### config.mk
export PLATFORM = sky130hd
export DESIGN_NAME = muldiv_seq_flat
export DESIGN_NICKNAME = d
export VERILOG_FILES = /design/src/rtl/exec_pkg.sv /design/src/rtl/muldiv_seq_if.sv /design/src/rtl/muldiv_step.sv /design/src/rtl/muldiv_seq.sv /design/src/flat_wrapper.sv
export SDC_FILE = /design/constraint.sdc
export NUM_CORES = 1
export LEC_CHECK = 0
export ABC_AREA = 1
export ABC_CLOCK_PERIOD_IN_PS = 5480
export CAP_MARGIN = 30
export CORE_ASPECT_RATIO = 1.1
export CORE_MARGIN = 2
export CORE_UTILIZATION = 39
export DETAILED_ROUTE_END_ITERATION = 16
export HOLD_SLACK_MARGIN = 0.05
export PLACE_DENSITY = 0.55
export SYNTH_ARGS = -nofsm -noshare
export SYNTH_HDL_FRONTEND = slang
export SYNTH_SLANG_ARGS = --single-unit
### constraint.sdc
create_clock -name clk -period 5.48 [get_ports clk]
set_clock_uncertainty 0.05 [all_clocks]
set_input_delay 0.822 -clock clk [delete_from_list [all_inputs] [get_ports clk]]
set_output_delay 0.822 -clock clk [all_outputs]
set_load 0.01 [all_outputs]
### src/rtl/exec_pkg.sv
`default_nettype none
// ============================================================================
// Module   : exec_pkg
// Purpose  : Shared opcodes, FSM state encoding and helpers for muldiv_seq.
// Revision : 1.0 - initial release
// ============================================================================
package exec_pkg;

  localparam logic [3:0] C_OP_DIV   = 4'b0100;
  localparam logic [3:0] C_OP_UMULL = 4'b0101;
  localparam logic [3:0] C_OP_SMULL = 4'b0110;
  localparam logic [3:0] C_OP_MUL32 = 4'b0111;

  localparam int C_ITER_DEFAULT = 32;

  typedef enum logic [1:0] {
    ST_IDLE = 2'd0,
    ST_CALC = 2'd1,
    ST_FIX  = 2'd2,
    ST_DONE = 2'd3
  } state_t;

  function automatic logic op_supported(input logic [3:0] op);
    return (op == C_OP_DIV) || (op == C_OP_UMULL) ||
           (op == C_OP_SMULL) || (op == C_OP_MUL32);
  endfunction

  // Read as unsigned, the negation of 32'h80000000 is its exact magnitude 2^31.
  function automatic logic [31:0] abs32(input logic [31:0] a);
    return a[31] ? (~a + 32'd1) : a;
  endfunction

endpackage
`default_nettype wire

### src/rtl/muldiv_seq_if.sv
`default_nettype none
// ============================================================================
// Module   : muldiv_seq_if
// Purpose  : Request/result bundle between a requester and muldiv_seq.
// Revision : 1.0 - initial release
// ============================================================================
interface muldiv_seq_if;
  logic        start;
  logic [3:0]  ALUControl;
  logic [31:0] SrcA;
  logic [31:0] SrcB;
  logic        busy;
  logic        done;
  logic [31:0] ResultLo;
  logic [31:0] ResultHi;
  logic        DivByZero;

  modport master (
    output start, ALUControl, SrcA, SrcB,
    input  busy, done, ResultLo, ResultHi, DivByZero
  );

  modport slave (
    input  start, ALUControl, SrcA, SrcB,
    output busy, done, ResultLo, ResultHi, DivByZero
  );
endinterface
`default_nettype wire

### src/rtl/muldiv_step.sv
`default_nettype none
// ============================================================================
// Module   : muldiv_step
// Purpose  : One radix-2 iteration: shift-add multiply or restoring divide.
// Revision : 1.0 - initial release
// ============================================================================
module muldiv_step (
  input  logic        is_div,
  input  logic [63:0] acc_i,
  input  logic [31:0] opnd_i,
  output logic [63:0] acc_o
);

  logic [32:0] w_add_sum;
  logic [32:0] w_rem_sh;
  logic [32:0] w_diff;

  // Multiply: acc = {partial product high, remaining multiplier bits}.
  // Divide:   acc = {partial remainder, dividend bits / quotient bits}.
  always_comb begin
    w_add_sum = {1'b0, acc_i[63:32]} + (acc_i[0] ? {1'b0, opnd_i} : 33'd0);
    w_rem_sh  = {acc_i[63:32], acc_i[31]};
    w_diff    = w_rem_sh - {1'b0, opnd_i};
    if (is_div) begin
      if (w_diff[32]) begin
        acc_o = {w_rem_sh[31:0], acc_i[30:0], 1'b0};
      end else begin
        acc_o = {w_diff[31:0], acc_i[30:0], 1'b1};
      end
    end else begin
      acc_o = {w_add_sum, acc_i[31:1]};
    end
  end

endmodule
`default_nettype wire

### src/rtl/muldiv_seq.sv
`default_nettype none
// ============================================================================
// Module   : muldiv_seq
// Purpose  : Iterative 32x32 multiplier / unsigned divider, one step per cycle.
// Revision : 1.0 - initial release
// ============================================================================
module muldiv_seq
  import exec_pkg::*;
#(
  parameter int ITER = C_ITER_DEFAULT
) (
  input  logic         clk,
  input  logic         reset,
  muldiv_seq_if.slave  bus
);

  localparam int CNT_W = $clog2(ITER + 1);
  localparam logic [CNT_W-1:0] C_CNT_LAST = CNT_W'(ITER - 1);

  state_t            state_q,  state_d;
  logic [CNT_W-1:0]  cnt_q,    cnt_d;
  logic [3:0]        op_q,     op_d;
  logic              neg_q,    neg_d;
  logic [31:0]       opnd_q,   opnd_d;
  logic [63:0]       acc_q,    acc_d;
  logic [31:0]       res_lo_q, res_lo_d;
  logic [31:0]       res_hi_q, res_hi_d;
  logic              dbz_q,    dbz_d;

  logic        w_accept;
  logic        w_div_zero;
  logic        w_is_smull;
  logic [63:0] w_step_acc;
  logic [63:0] w_prod;
  logic        w_busy;
  logic        w_done;

  assign w_accept   = (state_q == ST_IDLE) && bus.start && op_supported(bus.ALUControl);
  assign w_div_zero = (bus.ALUControl == C_OP_DIV) && (bus.SrcB == 32'd0);
  assign w_is_smull = (bus.ALUControl == C_OP_SMULL);
  assign w_prod     = neg_q ? (~acc_q + 64'd1) : acc_q;

  muldiv_step u_step (
    .is_div (op_q == C_OP_DIV),
    .acc_i  (acc_q),
    .opnd_i (opnd_q),
    .acc_o  (w_step_acc)
  );

  always_ff @(posedge clk or posedge reset) begin
    if (reset) begin
      state_q  <= ST_IDLE;
      cnt_q    <= '0;
      op_q     <= '0;
      neg_q    <= 1'b0;
      opnd_q   <= '0;
      acc_q    <= '0;
      res_lo_q <= '0;
      res_hi_q <= '0;
      dbz_q    <= 1'b0;
    end else begin
      state_q  <= state_d;
      cnt_q    <= cnt_d;
      op_q     <= op_d;
      neg_q    <= neg_d;
      opnd_q   <= opnd_d;
      acc_q    <= acc_d;
      res_lo_q <= res_lo_d;
      res_hi_q <= res_hi_d;
      dbz_q    <= dbz_d;
    end
  end

  always_comb begin
    state_d = state_q;
    case (state_q)
      ST_IDLE: if (w_accept) state_d = w_div_zero ? ST_DONE : ST_CALC;
      ST_CALC: if (cnt_q == C_CNT_LAST) state_d = ST_FIX;
      ST_FIX:  state_d = ST_DONE;
      ST_DONE: state_d = ST_IDLE;
      default: state_d = ST_IDLE;
    endcase
  end

  always_comb begin
    w_busy = (state_q != ST_IDLE);
    w_done = (state_q == ST_DONE);
  end

  always_comb begin
    cnt_d    = cnt_q;
    op_d     = op_q;
    neg_d    = neg_q;
    opnd_d   = opnd_q;
    acc_d    = acc_q;
    res_lo_d = res_lo_q;
    res_hi_d = res_hi_q;
    dbz_d    = dbz_q;
    case (state_q)
      ST_IDLE: begin
        if (w_accept) begin
          cnt_d = '0;
          op_d  = bus.ALUControl;
          dbz_d = 1'b0;
          neg_d = w_is_smull && (bus.SrcA[31] ^ bus.SrcB[31]);
          if (bus.ALUControl == C_OP_DIV) begin
            opnd_d = bus.SrcB;
            acc_d  = {32'd0, bus.SrcA};
            // Zero divisor finishes immediately with all-ones quotient.
            if (w_div_zero) begin
              res_lo_d = 32'hFFFF_FFFF;
              res_hi_d = bus.SrcA;
              dbz_d    = 1'b1;
            end
          end else begin
            opnd_d = w_is_smull ? abs32(bus.SrcA) : bus.SrcA;
            acc_d  = {32'd0, (w_is_smull ? abs32(bus.SrcB) : bus.SrcB)};
          end
        end
      end
      ST_CALC: begin
        acc_d = w_step_acc;
        cnt_d = cnt_q + 1'b1;
      end
      ST_FIX: begin
        res_lo_d = w_prod[31:0];
        res_hi_d = (op_q == C_OP_MUL32) ? 32'd0 : w_prod[63:32];
      end
      default: ;
    endcase
  end

  assign bus.busy      = w_busy;
  assign bus.done      = w_done;
  assign bus.ResultLo  = res_lo_q;
  assign bus.ResultHi  = res_hi_q;
  assign bus.DivByZero = dbz_q;

endmodule
`default_nettype wire

### src/flat_wrapper.sv
// flat-port wrapper written by rule: the top's interface ports become plain ports
module muldiv_seq_flat import exec_pkg::*;
#(
  parameter int ITER = C_ITER_DEFAULT
)
  (clk, reset, bus_start, bus_ALUControl, bus_SrcA, bus_SrcB, bus_busy, bus_done, bus_ResultLo, bus_ResultHi, bus_DivByZero);
  muldiv_seq_if bus_i ();
  input  logic clk;
  input  logic reset;
  input wire logic [$bits(bus_i.start)-1:0] bus_start;
  input wire logic [$bits(bus_i.ALUControl)-1:0] bus_ALUControl;
  input wire logic [$bits(bus_i.SrcA)-1:0] bus_SrcA;
  input wire logic [$bits(bus_i.SrcB)-1:0] bus_SrcB;
  output wire logic [$bits(bus_i.busy)-1:0] bus_busy;
  output wire logic [$bits(bus_i.done)-1:0] bus_done;
  output wire logic [$bits(bus_i.ResultLo)-1:0] bus_ResultLo;
  output wire logic [$bits(bus_i.ResultHi)-1:0] bus_ResultHi;
  output wire logic [$bits(bus_i.DivByZero)-1:0] bus_DivByZero;
  assign bus_i.start = bus_start;
  assign bus_i.ALUControl = bus_ALUControl;
  assign bus_i.SrcA = bus_SrcA;
  assign bus_i.SrcB = bus_SrcB;
  assign bus_busy = bus_i.busy;
  assign bus_done = bus_i.done;
  assign bus_ResultLo = bus_i.ResultLo;
  assign bus_ResultHi = bus_i.ResultHi;
  assign bus_DivByZero = bus_i.DivByZero;
  muldiv_seq #(.ITER(ITER)) u_core (.clk(clk), .reset(reset), .bus(bus_i));
endmodule
Word-level counts from Yosys, hierarchy flattened
Index checks and enable logic that the tools add are counted.
Widths: inputs -> output; s select.

word-level totals
  register bits after elaboration = 174
  input bits = 71
  output and inout bits = 67
  word-level logic and storage cells = 78

cells by class
  add/subtract/negate cells = 6
  eq/ne operators = 14
  mux-type cells = 29
  bitwise operators = 4
  reductions and logical operators = 16

operators by type and width
  cell                   number
  $mux 32                14
  $mux 64                4
  $pmux 32 s2            2
  $pmux 64 s2            1
  $add 32x1->32 const B  2
  $add 64x1->64 const B  1
  $not 32->32            2
  $not 64->64            1
  $add 32x33->33         1
  $sub 33x32->33         1
  $logic_not 32->1       1
  $eq 4x3->1 const B     6
  $pmux 6 s2             1
  $pmux 2 s4             1
  $add 6x1->6 const B    1
  $eq 6x5->1 const B     1
  $mux 2                 3
  $mux 6                 1
  $ne 2x1->1 const B     3
  $reduce_and 2->1       3
  $reduce_bool 2->1      3
  $eq 2x2->1 const B     2
  $logic_and 1x1->1      4
  $reduce_and 4->1       1
  other kinds (6)        9

Depth between registers and ports, before layout
Gate-level depths: netlist of run 1.

  depth after elaboration = 7
  mapped depth = 21
  depth with buffers taken out = 20

Hierarchy
A second synthesis of run 1 with hierarchy kept.

unflattened totals
  cell total of the unflattened synthesis = 3152
  area, all modules = 18179.9 um^2

modules (own cells, without submodules)
  module       times used  cells each  area each (um^2)  seq. area each (um^2)
  muldiv_seq   1           1844        11823.8           4354.2
  muldiv_step  1           1308        6356.1            0.0

Least setup slack after synthesis of run 1
OpenSTA, ideal clock, no wires.

  kind = input port to flip-flop
  start = input bus_SrcB[1]
  end = register u_core.res_lo_q[11] (netlist: u_core.bus.ResultLo[11])
  library setup time = 0.127 ns
  arrival time = 2.255 ns
  data required time = 5.303 ns
  path slack = 3.049 ns
  stages on the path = 14
  path buffers = 3
  cell sequence = inv_1 -> ha_1 -> nand4_4 -> nor2_2 -> nand2_1 -> nor2_1 -> nand2_1 -> nand2_1 -> nand3b_1 -> buf_2 -> buf_6 -> buf_6 -> nand2_1 -> nand2_1

between the ends
  word-level cells in the longest chain between the ends = 4

RTL lines
  element                            line                text
  start: declaration                 flat_wrapper.sv:13  input wire logic [$bits(bus_i.SrcB)-1:0] bus_SrcB;
  $logic_not 32->1                   muldiv_seq.sv:39    assign w_div_zero = (bus.ALUControl == C_OP_DIV) && (bus.SrcB == 32'd0);
  $logic_and 1x1->1                  muldiv_seq.sv:39
  $ne 2x1->1 (no source line)        --
  $reduce_and 4->1 (no source line)  --
  end signal: assignment             muldiv_seq.sv:68    res_lo_q <= res_lo_d;
  end: declaration                   muldiv_seq.sv:26    logic [31:0] res_lo_q, res_lo_d;

Every way passes these cells.
A chain may end at the register's enable or synchronous reset.

Worst setup path in the final report of run 1
  start = register u_core.acc_q[31]
  end = register u_core.acc_q[0]

between the ends
  word-level cells in the longest chain between the ends = 4

RTL lines
  element                   line               text
  start: declaration        muldiv_seq.sv:25   logic [63:0] acc_q, acc_d;
  start signal: assignment  muldiv_seq.sv:57   acc_q <= '0;
  start signal: assignment  muldiv_seq.sv:67   acc_q <= acc_d;
  $sub 33x32->33            muldiv_step.sv:23  w_diff = w_rem_sh - {1'b0, opnd_i};
  $mux 64                   muldiv_step.sv:25  if (w_diff[32]) begin
  $mux 64                   muldiv_step.sv:24  if (is_div) begin
  $pmux 64 s2               muldiv_seq.sv:99   case (state_q)

Every way passes these cells.

==> results.ini, run 1 <==
[min_path]
min_from = u_core.op_q[2]
min_delay_path_depth = 2
holdPathEnd = u_core.op_q[2]
hp_class = register to register

[power_and_ir_drop]
power-per-cell-area_nw_per_um2 = 706
power.static_leakage_nw = 10.5
peakVddDrop_mv = 0.354

[routing]
detailroute.via_count = 21101
remaining_drc_errors = 0
vias_per_cell = 5.57
final_antenna_net_count = 0
routed_wire_length_per_instance_um = 21.6
detailedRoute.firstIterationViolations = 2729
finalWirelength_mm = 81.7
drtPass1Iterations = 6

[worst_setup_path]
critPathKind = register to register
worst-endpoint-required_ns = 5.79
worstRegToRegCells = 17
r2r_setup_slack_ns = 1.90
worstReg2RegStart = u_core.acc_q[31]
reg2reg_to = u_core.acc_q[0]
critical_path_peak_fanout = 29
worst-endpoint-arrival_ns = 3.89
worst_setup_path_end_kind = register
crit_start = u_core.acc_q[31]
cp-start-kind = register

[timing]
slew_headroom_pct = 17.8
post-route-min-period_ns = 3.58
whs_ns = 0.410
timing.final.setup_violations = 0
finalCritPeriodShare_pct = 65.3
rsz_0062_raised_after_global_routing = false
tightestPinTransition_ns = 1.23
timing.final.hold_violations = 0
maxSlewViolCount = 0
maxClockFrequency_ghz = 0.279
finalSetupTns_ns = 0
finalWorstSetupSlack_ns = 1.90

[grt]
track_usage_pct = 33.5
overflow = 0
grt_start_max_net_pins = 175
number_of_global_route_vias_before_repair = 18763
grt_antenna_before_repair = 2
grt_pass1_wl_mm = 121

[cts]
worst_skew_pair_later_pin_latency_ns = 0.48
post_cts.repair.setup_buffers = 0
ctsHtreeMaxLevel = 4
clock-sinks = 174
cts_tree = built
clockRootBuffer = clkbuf_16
holdBufCountCts = 0
clock_buffer_count_from_cts = 17
cts.reportedPaths.clkPinSlew_ns = 0.09
clockBufferDepth = 2
ctsResizeCount = 0

[placement]
detailedPlacementHpwl_mm = 65.2
place_inst = 3753
pre_cts_ws_ns = 1.45
finalWeightedCongestion = 0.977
io_buffers = 137

[yosys]
ys_types = 49
synth_top_cells_by_area = dfrtp_1 24%, nand2_1 21%, inv_1 9.2%, nand3_1 7.4%, nor2_1 6.2%
ys.warnings.count = 0
mappedNetlistNets = 3254
synthCells = 3109
synth_edf_count = 0
synth.avg_cell_area_um2 = 5.80
ys_ff_latch = 174
async_reset_ff_share_pct = 100
synth_top_flop_cell = dfrtp_1
library_cell_with_the_largest_summed_area_after_synthesis = dfrtp_1
synth_sequential_area_ratio_pct = 24.2
post_synth_instance_area_um2 = 18000
synth_top_cell_area_share_pct = 24.2

[layout]
instances_no_fill = 3786
final_core_util_pct = 44.9
areaGrowthSynthToFinish_pct = 13.5
finalNetCount = 3329
drive_above_1_share_pct = 4.16

[floorplanning]
floorplan.initialDensity_pct = 39.6
floorplan.io_pins = 138
core.rowCount = 82
width_of_the_die_um = 209
design.core.area_um2 = 45600
floorplan.die_area_um2 = 48000
die_height_um = 229

[status]
run_status = finished, final reports clean

[run]
maxcap_violations = 0

==> state kept, by name (all words and copies together), names as in the netlist <==
signal,flops
u_core.acc_q,64
u_core.bus.ResultHi,32
u_core.bus.ResultLo,32
u_core.opnd_q,32
u_core.cnt_q,6
u_core.op_q,4
u_core.state_q,2
u_core.bus.DivByZero,1
u_core.neg_q,1
==> power by group <==
| group | total [mW] | internal (mW) | switching, mW | leakage [nW] |
|---|---|---|---|---|
| registers | 2.95 | 1.94 | 1.01 | 2.05 |
| clock network | 1.22 | 0.607 | 0.618 | 0.282 |
| logic | 10.3 | 3.30 | 6.98 | 8.22 |
| total | 14.5 | 5.84 | 8.61 | 10.5 |
==> layer usage <==
metal	global-route usage [%]	part of all wire, %	vias up
li1	-	-	10103
met1	51.2	47	9868
met2	48.1	41	1028
met3	5.20	9.2	100
met4	9.69	2.7	2
met5	0	0.016	-
==> through the flow <==
| step | power, mW | instance area [um^2] |
|---|---|---|
| finish | 14.5 | 20500 |
| global route | 15.6 | 20500 |
| CTS | 14.2 | 20500 |
| detailed placement | 12.9 | 19900 |
| global placement | 12.8 | 19800 |
| floorplan | 9.30 | 18000 |
==> worst max path at each step <==
stage | to | cells after the start | slack, ns
floorplan | u_core.acc_q[0] | 1 | 2.38
global placement | u_core.bus.ResultLo[28] | 11 | 1.52
detailed placement | u_core.bus.ResultLo[28] | 11 | 1.45
CTS | u_core.bus.ResultLo[28] | 11 | 1.96
global route | u_core.bus.ResultLo[28] | 11 | 1.61
finish | u_core.acc_q[0] | 17 | 1.90
==> critical path, cell delays in order, from the launching register on <==
cell,delay (ns)
dfrtp_1,0.51
inv_1,0.18
ha_1,0.27
fa_1,0.37
inv_1,0.11
nand2_1,0.09
nand2_1,0.09
nand3_1,0.08
nand2_2,0.15
nand2_2,0.07
nand2_2,0.10
nand2_4,0.10
nand2_4,0.08
nand2_2,0.06
nand2_2,0.47
nand2_1,0.36
a21oi_1,0.25
nor2_1,0.06
==> cells in the final DEF, fill, tap and decap left out, drive strengths merged, types with 26 or more instances in the layout <==
master,netlist,final
a21oi,215,215
buf,45,26
clkdlybuf4s50,0,137
dfrtp,174,174
ha,72,72
inv,455,463
nand2,1043,1043
nand3,270,270
nand4,57,57
nor2,314,314
nor3,46,46
o21ai,181,181
==> final cells by class <==
type                    instances  area, um^2
repair buffers                163        1620
flip-flops and latches        174        4360
inverters                     458        1720
diodes                          1        2.50
well taps                     588         736
fillers                      4981       25100
multi-input cells            2370       11500
clock inverters                14         143
clock buffers                  18         429
==> cells in the mapped netlist, types with 3 or more instances <==
cell type / number
ha_1: 72
nand2_2: 12
buf_6: 10
o211ai_1: 22
nor3_1: 42
a21boi_1: 16
nor4_1: 7
a21o_1: 4
or2_2: 13
and3_1: 4
nor3_2: 3
xor2_1: 24
nor2_4: 3
nand3_2: 4
inv_1: 442
a31oi_1: 13
o21bai_1: 11
clkinv_1: 3
clkbuf_1: 62
a22oi_1: 9
o21ai_0: 169
nand2_4: 3
o21ai_1: 11
nor2_2: 11
nand2_1: 1028
dfrtp_1: 174
buf_1: 14
xnor2_1: 11
a21oi_1: 214
nand4_1: 55
nor2_1: 300
inv_2: 13
buf_2: 16
nand3b_1: 16
buf_4: 5
nand3_1: 266
o221ai_1: 13
==> cell families (layout without fill, tap and decap cells) <==
kind of cell             Yosys count  count (layout)  share of synthesized area, %
flip-flops                       174             174                          24.2
XOR/XNOR                          35              35                          1.70
AND/OR/NAND/NOR                 1773            1773                          41.6
buffers and inverters            565             653                          12.4
other                              0               1                             0
AO/OA/AOI/OAI                    488             488                          15.0
adder cells (fa/ha/maj)           74              74                          5.22
(Power assumes the default switching activity.)
==> run 2, diff against run 1 <==
--- a/config.mk
+++ b/config.mk
@@ -6,14 +6,14 @@
 export NUM_CORES = 1
 export LEC_CHECK = 0
 export ABC_AREA = 1
-export ABC_CLOCK_PERIOD_IN_PS = 5480
+export ABC_CLOCK_PERIOD_IN_PS = 3500
 export CAP_MARGIN = 30
 export CORE_ASPECT_RATIO = 1.1
 export CORE_MARGIN = 2
 export CORE_UTILIZATION = 39
 export DETAILED_ROUTE_END_ITERATION = 16
 export HOLD_SLACK_MARGIN = 0.05
-export PLACE_DENSITY = 0.55
+export PLACE_DENSITY = 0.53
 export SYNTH_ARGS = -nofsm -noshare
 export SYNTH_HDL_FRONTEND = slang
 export SYNTH_SLANG_ARGS = --single-unit
==> constraint.sdc (replaced) <==
create_clock -name clk -period 3.5 [get_ports clk]
set_clock_uncertainty 0.05 [all_clocks]
set_input_delay 0.525 -clock clk [delete_from_list [all_inputs] [get_ports clk]]
set_output_delay 0.525 -clock clk [all_outputs]
set_load 0.01 [all_outputs]
==> results.ini, run 2 (synthesized netlist as in run 1, its figures left out) <==
[placement]
io_buffers = 137  ; unchanged
detailedPlacementHpwl_mm = 66.8  ; +2.4%
finalWeightedCongestion = 0.996  ; +1.9%

[worst_setup_path]
reg2reg_to = u_core.acc_q[44]
critPathKind = register to register
worstSetupEndpoint = u_core.acc_q[44]
crit_path_max_incr_delay_ns = 0.46  ; -0.05 ns
worstReg2RegStart = u_core.acc_q[31]
cp_num_buf_inv = 2  ; unchanged
cp_common_cell = nand2_2
cp-start-kind = register
critical_path_depth = 17  ; unchanged
critical_path.top_delay_family = simple AND/OR/NAND/NOR gates
worstRegToRegCells = 17  ; unchanged
worst-endpoint-arrival_ns = 3.44  ; -0.45 ns
crit_path_top_delay_cell = nand2_2
crit_chain = inv_1 -> ha_1 -> fa_1 -> inv_1 -> nand2_1 -> nand2_1 -> nand3_1 -> nand2_2 -> nand2_2 -> nand2_2 -> nand2_4 -> nand2_4 -> nand2_2 -> nand2_2 -> nand2_1 -> nor2_1 -> o21ai_0
r2r_setup_slack_ns = 0.39  ; -1.51 ns
critical_path_peak_fanout = 29  ; unchanged
crit_start = u_core.acc_q[31]
worst_setup_path_end_kind = register
worst-endpoint-required_ns = 3.83  ; -1.96 ns

[timing]
maxClockFrequency_ghz = 0.322  ; +15%
rsz_0062_raised_after_global_routing = false
tightestPinTransition_ns = 0.981  ; -0.252 ns
slew_headroom_pct = 34.5  ; +17 points
finalCritPeriodShare_pct = 88.8  ; +24 points
finalSetupTns_ns = 0  ; unchanged
timing.final.setup_violations = 0  ; unchanged
maxSlewViolCount = 0  ; unchanged
post-route-min-period_ns = 3.11  ; -0.470 ns
timing.final.hold_violations = 0  ; unchanged

[run]
maxcap_violations = 0  ; unchanged

[cts]
clockRootBuffer = clkbuf_16
clock-sinks = 174  ; unchanged
ctsHtreeMaxLevel = 4  ; unchanged
clock_buffer_count_from_cts = 17  ; unchanged
ctsResizeCount = 0  ; unchanged
cts_tree = built
clockBufferDepth = 2  ; unchanged
post_cts.repair.setup_buffers = 0  ; unchanged
worst_skew_pair_later_pin_latency_ns = 0.50  ; +0.02 ns
cts.reportedPaths.clkPinSlew_ns = 0.08  ; about the same
holdBufCountCts = 0  ; unchanged

[layout]
final_core_util_pct = 45.7  ; +0.78 points
n_antenna_cell = 0  ; -1
finalNetCount = 3378  ; +1.5%
largest_register = u_core.acc_q
areaGrowthSynthToFinish_pct = 15.5
area.sequential_um2 = 4360  ; about the same
leading_cell_types_in_the_layout_fill_and_taps_excluded = 1027 x nand2_1, 439 x inv_1, 299 x nor2_1
final_common_cell = nand2_1
largest_register_ffs = 64  ; unchanged
filler_cell_count = 5005  ; +0.48%
multi_input_comb_area_um2 = 11500  ; unchanged
drive_above_1_share_pct = 5.61  ; +1.4 points

[grt]
grt_start_max_net_pins = 98  ; -44%
number_of_global_route_vias_before_repair = 19259  ; +2.6%
track_usage_pct = 34.1  ; +0.60 points
grt_antenna_before_repair = 1  ; -1
grt_pass1_wl_mm = 122  ; +1.5%
overflow = 0  ; unchanged

[floorplanning]
floorplan.initialDensity_pct = 39.6  ; unchanged
floorplan.die_area_um2 = 48000  ; unchanged
design.core.area_um2 = 45600  ; unchanged
core.rowCount = 82  ; unchanged
width_of_the_die_um = 209  ; unchanged
die_height_um = 229  ; unchanged
floorplan.io_pins = 138  ; unchanged

[power_and_ir_drop]
power.static_leakage_nw = 10.8  ; +2.2%
combinationalPowerShare_pct = 73.0  ; +1.9 points
total_switching_power_mw = 13.6  ; +57%
power_frac_clock_pct = 8.5  ; about the same
pwr-share-seq_pct = 18.6  ; -1.8 points
power-per-cell-area_nw_per_um2 = 1100  ; +56%
intPower_mw = 9.35  ; +60%
switching_part_of_the_total_power_pct = 59.2  ; -0.42 points
peakVddDrop_mv = 0.468  ; +32%

[routing]
final_antenna_net_count = 0  ; unchanged
remaining_drc_errors = 0  ; unchanged
finalWirelength_mm = 82.7  ; +1.3%
drtPass1Iterations = 5  ; -1
detailroute.via_count = 21358  ; +1.2%
detailedRoute.firstIterationViolations = 2540  ; -6.9%
vias_per_cell = 5.57  ; about the same
routed_wire_length_per_instance_um = 21.6  ; about the same

[min_path]
hp_class = register to register

[status]
run_status = finished, final reports clean

[run 2: final cells by class]
cell class                 count  share of cell area (%)
multi-input combinational   2370                    55.0
sequential                   174                    20.9
timing repair buffer         212                    9.59
inverter                     458                    8.28
tap                          588                    3.53
clock buffer                  17                    2.04
clock inverter                15                   0.619
[run 2: per-stage QoR]
stage / setup slack, ns / total power [mW] / std cells / instance area [um^2] / hold WS, ns
2_1_floorplan: 0.700 / 14.6 / 3109 / 18000 / 0.373
3_3_place_gp: 0.297 / 20.4 / 3802 / 20300 / 0.385
3_5_place_dp: 0.260 / 20.5 / 3802 / 20300 / 0.391
4_1_cts: 0.421 / 22.5 / 3834 / 20800 / 0.409
5_1_grt: 0.134 / 24.7 / 3834 / 20800 / 0.431
6_report: 0.391 / 22.9 / 3834 / 20800 / 0.407
[run 2: worst min-delay path: cells and delay by family (launching register included)]
family	cells	cell delay [ns]
flip-flops	1	0.32
AND/OR/NAND/NOR	1	0.06
buffers and inverters	1	0.04
[run 2: layer usage]
metal | up-vias | track usage (%) | routed length [um]
li1 | 10195 | - | -
met1 | 10084 | 51.9 | 39600
met2 | 980 | 48.2 | 33600
met3 | 99 | 6.80 | 7340
met4 | 0 | 9.62 | 2170
met5 | - | 0 | 0
[run 2: power by group through the flow]
| stage | clock network, mW | logic, mW | registers, mW |
|---|---|---|---|
| global route | 2.06 | 18.4 | 4.32 |
| finish | 1.94 | 16.7 | 4.25 |
| detailed placement | 0 | 16.3 | 4.20 |
| CTS | 1.98 | 16.3 | 4.18 |
| global placement | 0 | 16.1 | 4.21 |
| floorplan | 0 | 10.6 | 3.93 |
[run 2: worst min-delay path by stage]
stage	cells after the start	slack, ns	end	startpoint
floorplan	2	0.37	u_core.op_q[2]	u_core.op_q[2]
global placement	2	0.38	u_core.op_q[2]	u_core.op_q[2]
detailed placement	2	0.39	u_core.op_q[2]	u_core.op_q[2]
CTS	2	0.41	u_core.op_q[2]	u_core.op_q[2]
global route	2	0.43	u_core.op_q[2]	u_core.op_q[2]
finish	2	0.41	u_core.op_q[2]	u_core.op_q[2]
